<file path="src/rtl/priv_1_11_trap_sequencer.sv">
// priv_1_11_trap_sequencer: trap/mret sequencer for the 1.11 privilege unit
// Latches pending interrupts, arbitrates trap causes, then emits CSR strobes and a pipeline redirect.
module priv_1_11_trap_sequencer #(
  parameter int NINT = 12,
  parameter int NEXC = 16
) (
  input  logic            CLK,
  input  logic            nRST,
  input  logic [NEXC-1:0] exc_vec,
  input  logic [NINT-1:0] int_set,
  input  logic [NINT-1:0] int_clr,
  input  logic [NINT-1:0] mie,
  input  logic            mstatus_mie,
  input  logic            mstatus_mpie,
  input  logic [31:0]     mtvec,
  input  logic [31:0]     mepc,
  input  logic [31:0]     epc,
  input  logic [31:0]     mtval,
  input  logic            pipe_clear,
  input  logic            mret,
  output logic            mip_rup,
  output logic [NINT-1:0] mip_next,
  output logic            mcause_rup,
  output logic            mepc_rup,
  output logic            mtval_rup,
  output logic            mstatus_rup,
  output logic [31:0]     mcause_next,
  output logic [31:0]     mepc_next,
  output logic [31:0]     mtval_next,
  output logic            mstatus_mie_next,
  output logic            mstatus_mpie_next,
  output logic            intr,
  output logic            insert_pc,
  output logic [31:0]     priv_pc
);
  typedef enum logic [2:0] {IDLE, WAIT_CLEAR, COMMIT, REDIRECT, MRET} state_t;
  // index 0 is the highest priority
  localparam logic [4:0] EXC_PRI [14] = '{5'd3, 5'd12, 5'd1, 5'd2, 5'd0, 5'd11, 5'd9,
                                          5'd8, 5'd6, 5'd4, 5'd15, 5'd13, 5'd7, 5'd5};
  localparam logic [4:0] INT_PRI [9] = '{5'd11, 5'd3, 5'd7, 5'd9, 5'd1, 5'd5, 5'd8, 5'd0, 5'd4};
  state_t          r_state;
  logic [NINT-1:0] r_mip;
  logic [4:0]      r_code;
  logic            r_intr;
  logic [31:0]     r_epc, r_mtval;
  logic            r_csr_rup, r_mstatus_rup, r_insert_pc, r_mie_nx, r_mpie_nx;
  logic [31:0]     r_mcause_nx, r_mepc_nx, r_mtval_nx, r_priv_pc;
  logic [NINT-1:0] w_mip_nx;
  logic [31:0]     w_exc, w_pend;
  logic            w_ehit, w_ihit;
  logic [4:0]      w_ecode, w_icode;
  assign w_mip_nx = (r_mip & ~int_clr) | int_set;
  assign w_exc    = 32'(exc_vec);
  assign w_pend   = 32'(r_mip & mie & {NINT{mstatus_mie}});
  // walk from lowest to highest priority so the highest hit is written last
  always_comb begin
    w_ehit  = 1'b0;
    w_ecode = 5'd0;
    w_ihit  = 1'b0;
    w_icode = 5'd0;
    for (int k = 13; k >= 0; k--)
      if (w_exc[EXC_PRI[k]]) begin
        w_ehit  = 1'b1;
        w_ecode = EXC_PRI[k];
      end
    for (int k = 8; k >= 0; k--)
      if (w_pend[INT_PRI[k]]) begin
        w_ihit  = 1'b1;
        w_icode = INT_PRI[k];
      end
  end
  always_ff @(posedge CLK or negedge nRST) begin
    if (!nRST) begin
      r_state       <= IDLE;
      r_mip         <= '0;
      r_code        <= '0;
      r_intr        <= 1'b0;
      r_epc         <= '0;
      r_mtval       <= '0;
      r_csr_rup     <= 1'b0;
      r_mstatus_rup <= 1'b0;
      r_insert_pc   <= 1'b0;
      r_mie_nx      <= 1'b0;
      r_mpie_nx     <= 1'b0;
      r_mcause_nx   <= '0;
      r_mepc_nx     <= '0;
      r_mtval_nx    <= '0;
      r_priv_pc     <= '0;
    end else begin
      r_mip         <= w_mip_nx;
      r_csr_rup     <= 1'b0;
      r_mstatus_rup <= 1'b0;
      r_insert_pc   <= 1'b0;
      case (r_state)
        IDLE:
          if (w_ehit || w_ihit) begin
            r_state <= WAIT_CLEAR;
            r_code  <= w_ehit ? w_ecode : w_icode;
            r_intr  <= !w_ehit;
            r_epc   <= epc;
            r_mtval <= w_ehit ? mtval : 32'd0;
          end else if (mret) begin
            r_state       <= MRET;
            r_insert_pc   <= 1'b1;
            r_priv_pc     <= mepc;
            r_mstatus_rup <= 1'b1;
            r_mie_nx      <= mstatus_mpie;
            r_mpie_nx     <= 1'b1;
          end
        WAIT_CLEAR:
          if (pipe_clear) begin
            r_state       <= COMMIT;
            r_csr_rup     <= 1'b1;
            r_mstatus_rup <= 1'b1;
            r_mcause_nx   <= {r_intr, 26'd0, r_code};
            r_mepc_nx     <= r_epc;
            r_mtval_nx    <= r_mtval;
            r_mpie_nx     <= mstatus_mie;
            r_mie_nx      <= 1'b0;
          end
        COMMIT: begin
          r_state     <= REDIRECT;
          r_insert_pc <= 1'b1;
          r_priv_pc   <= {mtvec[31:2], 2'b00} +
                         ((mtvec[1:0] == 2'b01 && r_intr) ? {25'd0, r_code, 2'b00} : 32'd0);
        end
        default: r_state <= IDLE;
      endcase
    end
  end
  assign mip_rup           = nRST && (w_mip_nx != r_mip);
  assign mip_next          = mip_rup ? w_mip_nx : r_mip;
  assign mcause_rup        = r_csr_rup;
  assign mepc_rup          = r_csr_rup;
  assign mtval_rup         = r_csr_rup;
  assign mstatus_rup       = r_mstatus_rup;
  assign mcause_next       = r_mcause_nx;
  assign mepc_next         = r_mepc_nx;
  assign mtval_next        = r_mtval_nx;
  assign mstatus_mie_next  = r_mie_nx;
  assign mstatus_mpie_next = r_mpie_nx;
  assign intr              = r_intr;
  assign insert_pc         = r_insert_pc;
  assign priv_pc           = r_priv_pc;
endmodule
</file>
<file path="config.mk">
export PLATFORM = sky130hd
export DESIGN_NAME = priv_1_11_trap_sequencer
export DESIGN_NICKNAME = d
export VERILOG_FILES = /design/src/rtl/priv_1_11_trap_sequencer.sv
export SDC_FILE = /design/constraint.sdc
export NUM_CORES = 1
export LEC_CHECK = 0
export ABC_AREA = 0
export BUFFER_PORTS_ARGS = -buffer_cell sky130_fd_sc_hd__buf_4
export CAP_MARGIN = 20
export CORE_ASPECT_RATIO = 1.25
export CORE_MARGIN = 1
export CORE_UTILIZATION = 42
export CTS_BUF_LIST = sky130_fd_sc_hd__clkbuf_16
export CTS_CLUSTER_DIAMETER = 60
export DETAILED_ROUTE_END_ITERATION = 6
export GPL_TIMING_DRIVEN = 0
export PLACE_DENSITY = 0.82
export SLEW_MARGIN = 20
export SYNTH_ARGS = -nofsm -noshare
export SYNTH_HDL_FRONTEND = slang
export SYNTH_SLANG_ARGS = --single-unit
</file>
<file path="constraint.sdc">
create_clock -name CLK -period 7.4 [get_ports CLK]
set_input_delay 1.48 -clock CLK [delete_from_list [all_inputs] [get_ports CLK]]
set_output_delay 1.48 -clock CLK [all_outputs]
set_load 0.02 [all_outputs]
</file>
==> results.md <==
* Most frequent cells after synthesis: nand2_1, dfrtp_1, mux2i_1
* Final cell count without fillers at 1569
* Hold endpoint: mepc_next[12]
* Peak supply drop at 0.0002102 V
* Slowest cell delay on critical path at 0.50 ns
* Final GP Congestion at 0.8703
* Fin. Hold Viols at 0
* Synth unique cells at 59
* LEAKAGE at 0.006591 uW
* Final Critical Period at 5.168 ns
* Post-cts sizing count at 0
* Placed Cells at 1537
* Yosys reg bits at 190
* Worst Path Max Fanout at 75
* Reg2reg path depth at 11
* Tightest Pin Transition at 1.043 ns
* HPWL Detailed at 18.96 mm
* WL/cell at 15.74 um
* Syn Inst Count at 933
* Share of post-route cells with drive strength above 1 at 0.3320
* Total number of vias at 7738
* Largest net degree at the start of global routing at 84
* Num Clock Sinks at 190
* Req. time, crit path at 5.92 ns
* Hold Path Stages at 2
* Root Driver: clkbuf_16
* Outcome: complete, no violations
* Clock skew at 0.009862 ns
* Max-Cap Viols at 0
* Layout Area Growth over Synthesis at 37.74%
* Worst Setup Path Type: in -> out
* Syn Area/Cell at 9.669 um2
* Worst Hold Launch: r_epc[12]
* Setup-violating endpoint count in the final report at 0
* Crit share post-route at 0.6983
* Synth top area share at 0.5270
* Final ANT Viol Nets at 0
* Hold buffer count at cts at 0
* Nets@finish at 1473
* Cell Pwr Density at 367.0 nW/um2
* Pre-antenna DRT Iters at 5
* Rows at 59
* Class of the worst hold path: reg -> reg
* Initial Util at 0.4303
* Worst path arrival time at 3.69 ns
* CTS buffer count at 17
* Initial drt markers at 385
* Drt via density at 4.932
* CP top delay family: buffers and inverters
* Worst setup EP type: output port
* Slew Viols, Final at 0
* GRT Total Usage at 0.2273
* Cell Area, Synth at 9021 um2
* Area contributors post-synth: dfrtp_1, nand2_1, mux2_2
* GR Overflow Total at 0
* Fmax at 193.5 MHz
* # diodes at 0
* Remaining DRCs at 0
* EDFF count, synth at 0
* RSZ-0062 raised after global routing: false
* Warning count from the yosys run at 0
* Critical path's slowest cell: clkbuf_1
* Slew margin rel. at 0.2989
* Register area share after synthesis at 0.5270
* CTS tree: yes
* Number of global-route vias before repair at 7759
* Worst Setup Start Kind: input pin
* First-pass GRT wire length at 39.16 mm
* Async S/R FF share, synth at 1.000
* Port Buffers at 302
* Final wirelength at 24.70 mm
* Die W at 133.1 um
* Antenna violations before repair at 0
* Reg clk slew, reported paths at 0.08 ns
* Biggest area consumer among synthesized cells: dfrtp_1
* Cell with the most instances after synthesis: nand2_1
* Core area at 20970 um2
* Ports at 335
* R2r startpoint: intr
* Longest Clk Path Bufs at 2
* Die Ht at 165.9 um
* Die ar. at 22070 um2
* Postcts setup bufs at 0
* Worst skew pair latency at 0.43 ns
* H-tree levels at 4
* CP bufs+invs at 5
* Prevailing post-synth register cell: dfrtp_1
* TNS Setup at 0 ns
* Critical-path cell list: buf_8 > buf_16 > inv_1 > a41oi_1 > clkbuf_1 > mux2_2 > buf_4
* Reg-to-reg endpoint: priv_pc[30]
* Flop-to-flop setup slack at 4.28 ns
-- worst max path at each step --
stage,from,endpoint,cells after the start
2_1_floorplan,int_set[10],mip_next[10],6
3_3_place_gp,nRST,mip_next[5],6
3_5_place_dp,nRST,mip_next[5],7
4_1_cts,nRST,mip_next[5],7
5_1_grt,nRST,mip_next[8],7
6_report,nRST,mip_next[5],7
-- routing by layer --
metal	wire length, um	up-vias	part of all wire	track usage
li1	-	3775	-	-
met1	9740	3669	0.39	0.2686
met2	12700	255	0.51	0.3943
met3	1590	39	0.064	0.05800
met4	668	0	0.027	0.08596
met5	0	-	0	0
-- kinds of logic (layout without fill, tap and decap cells) --
| family | after synthesis | count (layout) | synth area share |
|---|---|---|---|
| compound gates | 70 | 70 | 0.05562 |
| xor+xnor | 25 | 25 | 0.02427 |
| fa+ha+maj | 5 | 5 | 0.007767 |
| buf+inv | 95 | 431 | 0.05534 |
| flops | 190 | 190 | 0.5270 |
| mux | 92 | 92 | 0.1082 |
| other cells | 1 | 27 | 0.0004157 |
| simple gates | 455 | 455 | 0.2214 |
-- worst reg2reg max path: stages (launching register included) --
cell and delay [ns]:
dfrtp_1 0.42, and3b_1 0.26, and2_1 0.15, ha_1 0.16
inv_1 0.05, fa_1 0.41, nand2b_1 0.18, a21oi_1 0.37
clkbuf_1 0.44, nand4_1 0.22, xnor2_1 0.23, mux2i_1 0.09
-- final cells by class --
type	instances	area, um2
repair buffers	304	2330
clock inverters	15	209.0
plain buffers	70	405.4
multi-input cells	674	3865
fillers	1803	8539
flip-flops and latches	190	4755
clock buffers	17	425.4
well taps	274	342.8
inverters	25	93.84
-- metrics by stage --
step | util | instance area (um2) | hold slack [ns] | power (uW) | setup slack, ns
floorplan | - | 9119 | 0.4331 | 2813 | 2.929
global placement | 0.5594 | 11730 | 0.4395 | 3562 | 0.9753
detailed placement | 0.5624 | 11790 | 0.4455 | 3632 | 2.209
CTS | 0.5927 | 12430 | 0.4650 | 4610 | 2.215
global route | 0.5927 | 12430 | 0.4782 | 4846 | 2.096
finish | 0.5927 | 12430 | 0.4634 | 4560 | 2.232
-- cells in the final DEF, fill, tap and decap left out, types with 3 or more instances in the layout --
master     Yosys  routed
clkbuf_1      28      28
mux2i_1       48      48
and2_1         6       6
inv_1         24      24
o22ai_1        3       3
nor4b_1        3       3
conb_1         1      27
a22oi_1        6       6
buf_2          9       9
a31oi_1        9       9
ha_1           4       4
nor4_1         5       5
clkbuf_16      0      17
mux2_2        43      43
a32o_1         3       3
buf_6          3       3
inv_6          0       3
nor2_1        19      19
a21o_1        11      11
clkinv_8       0       5
nor2b_1        4       4
and3_1         5       5
xor2_1        10      10
nand4_1        8       8
xnor2_1       15      15
a21oi_1       10      10
dfrtp_1      190     190
buf_4         29     330
nand2b_1      11      11
nor3_1        11      11
nand2_1      319     319
nand3_1       46      46
o2111ai_1      3       3
and4_1         5       5
o21ai_0       10      10
-- state kept, by name (all words and copies together), names as in the netlist --
name,count
mstatus_rup,1
mcause_next,5
mtval_next,32
mepc_next,32
r_mip,12
mstatus_mie_next,1
mcause_rup,1
mstatus_mpie_next,1
insert_pc,1
r_mtval,32
r_epc,32
r_state,3
r_code,4
intr,1
priv_pc,32
-- power breakdown --
group / leakage, uW / internal [uW] / total (uW) / switching [uW]
clock: 0.000303 / 496 / 967 / 470
sequential: 0.00230 / 1500 / 1760 / 259
combinational: 0.00398 / 798 / 1840 / 1040
total: 0.00659 / 2790 / 4560 / 1770
Note: power is estimated with default switching activity, not from simulation.
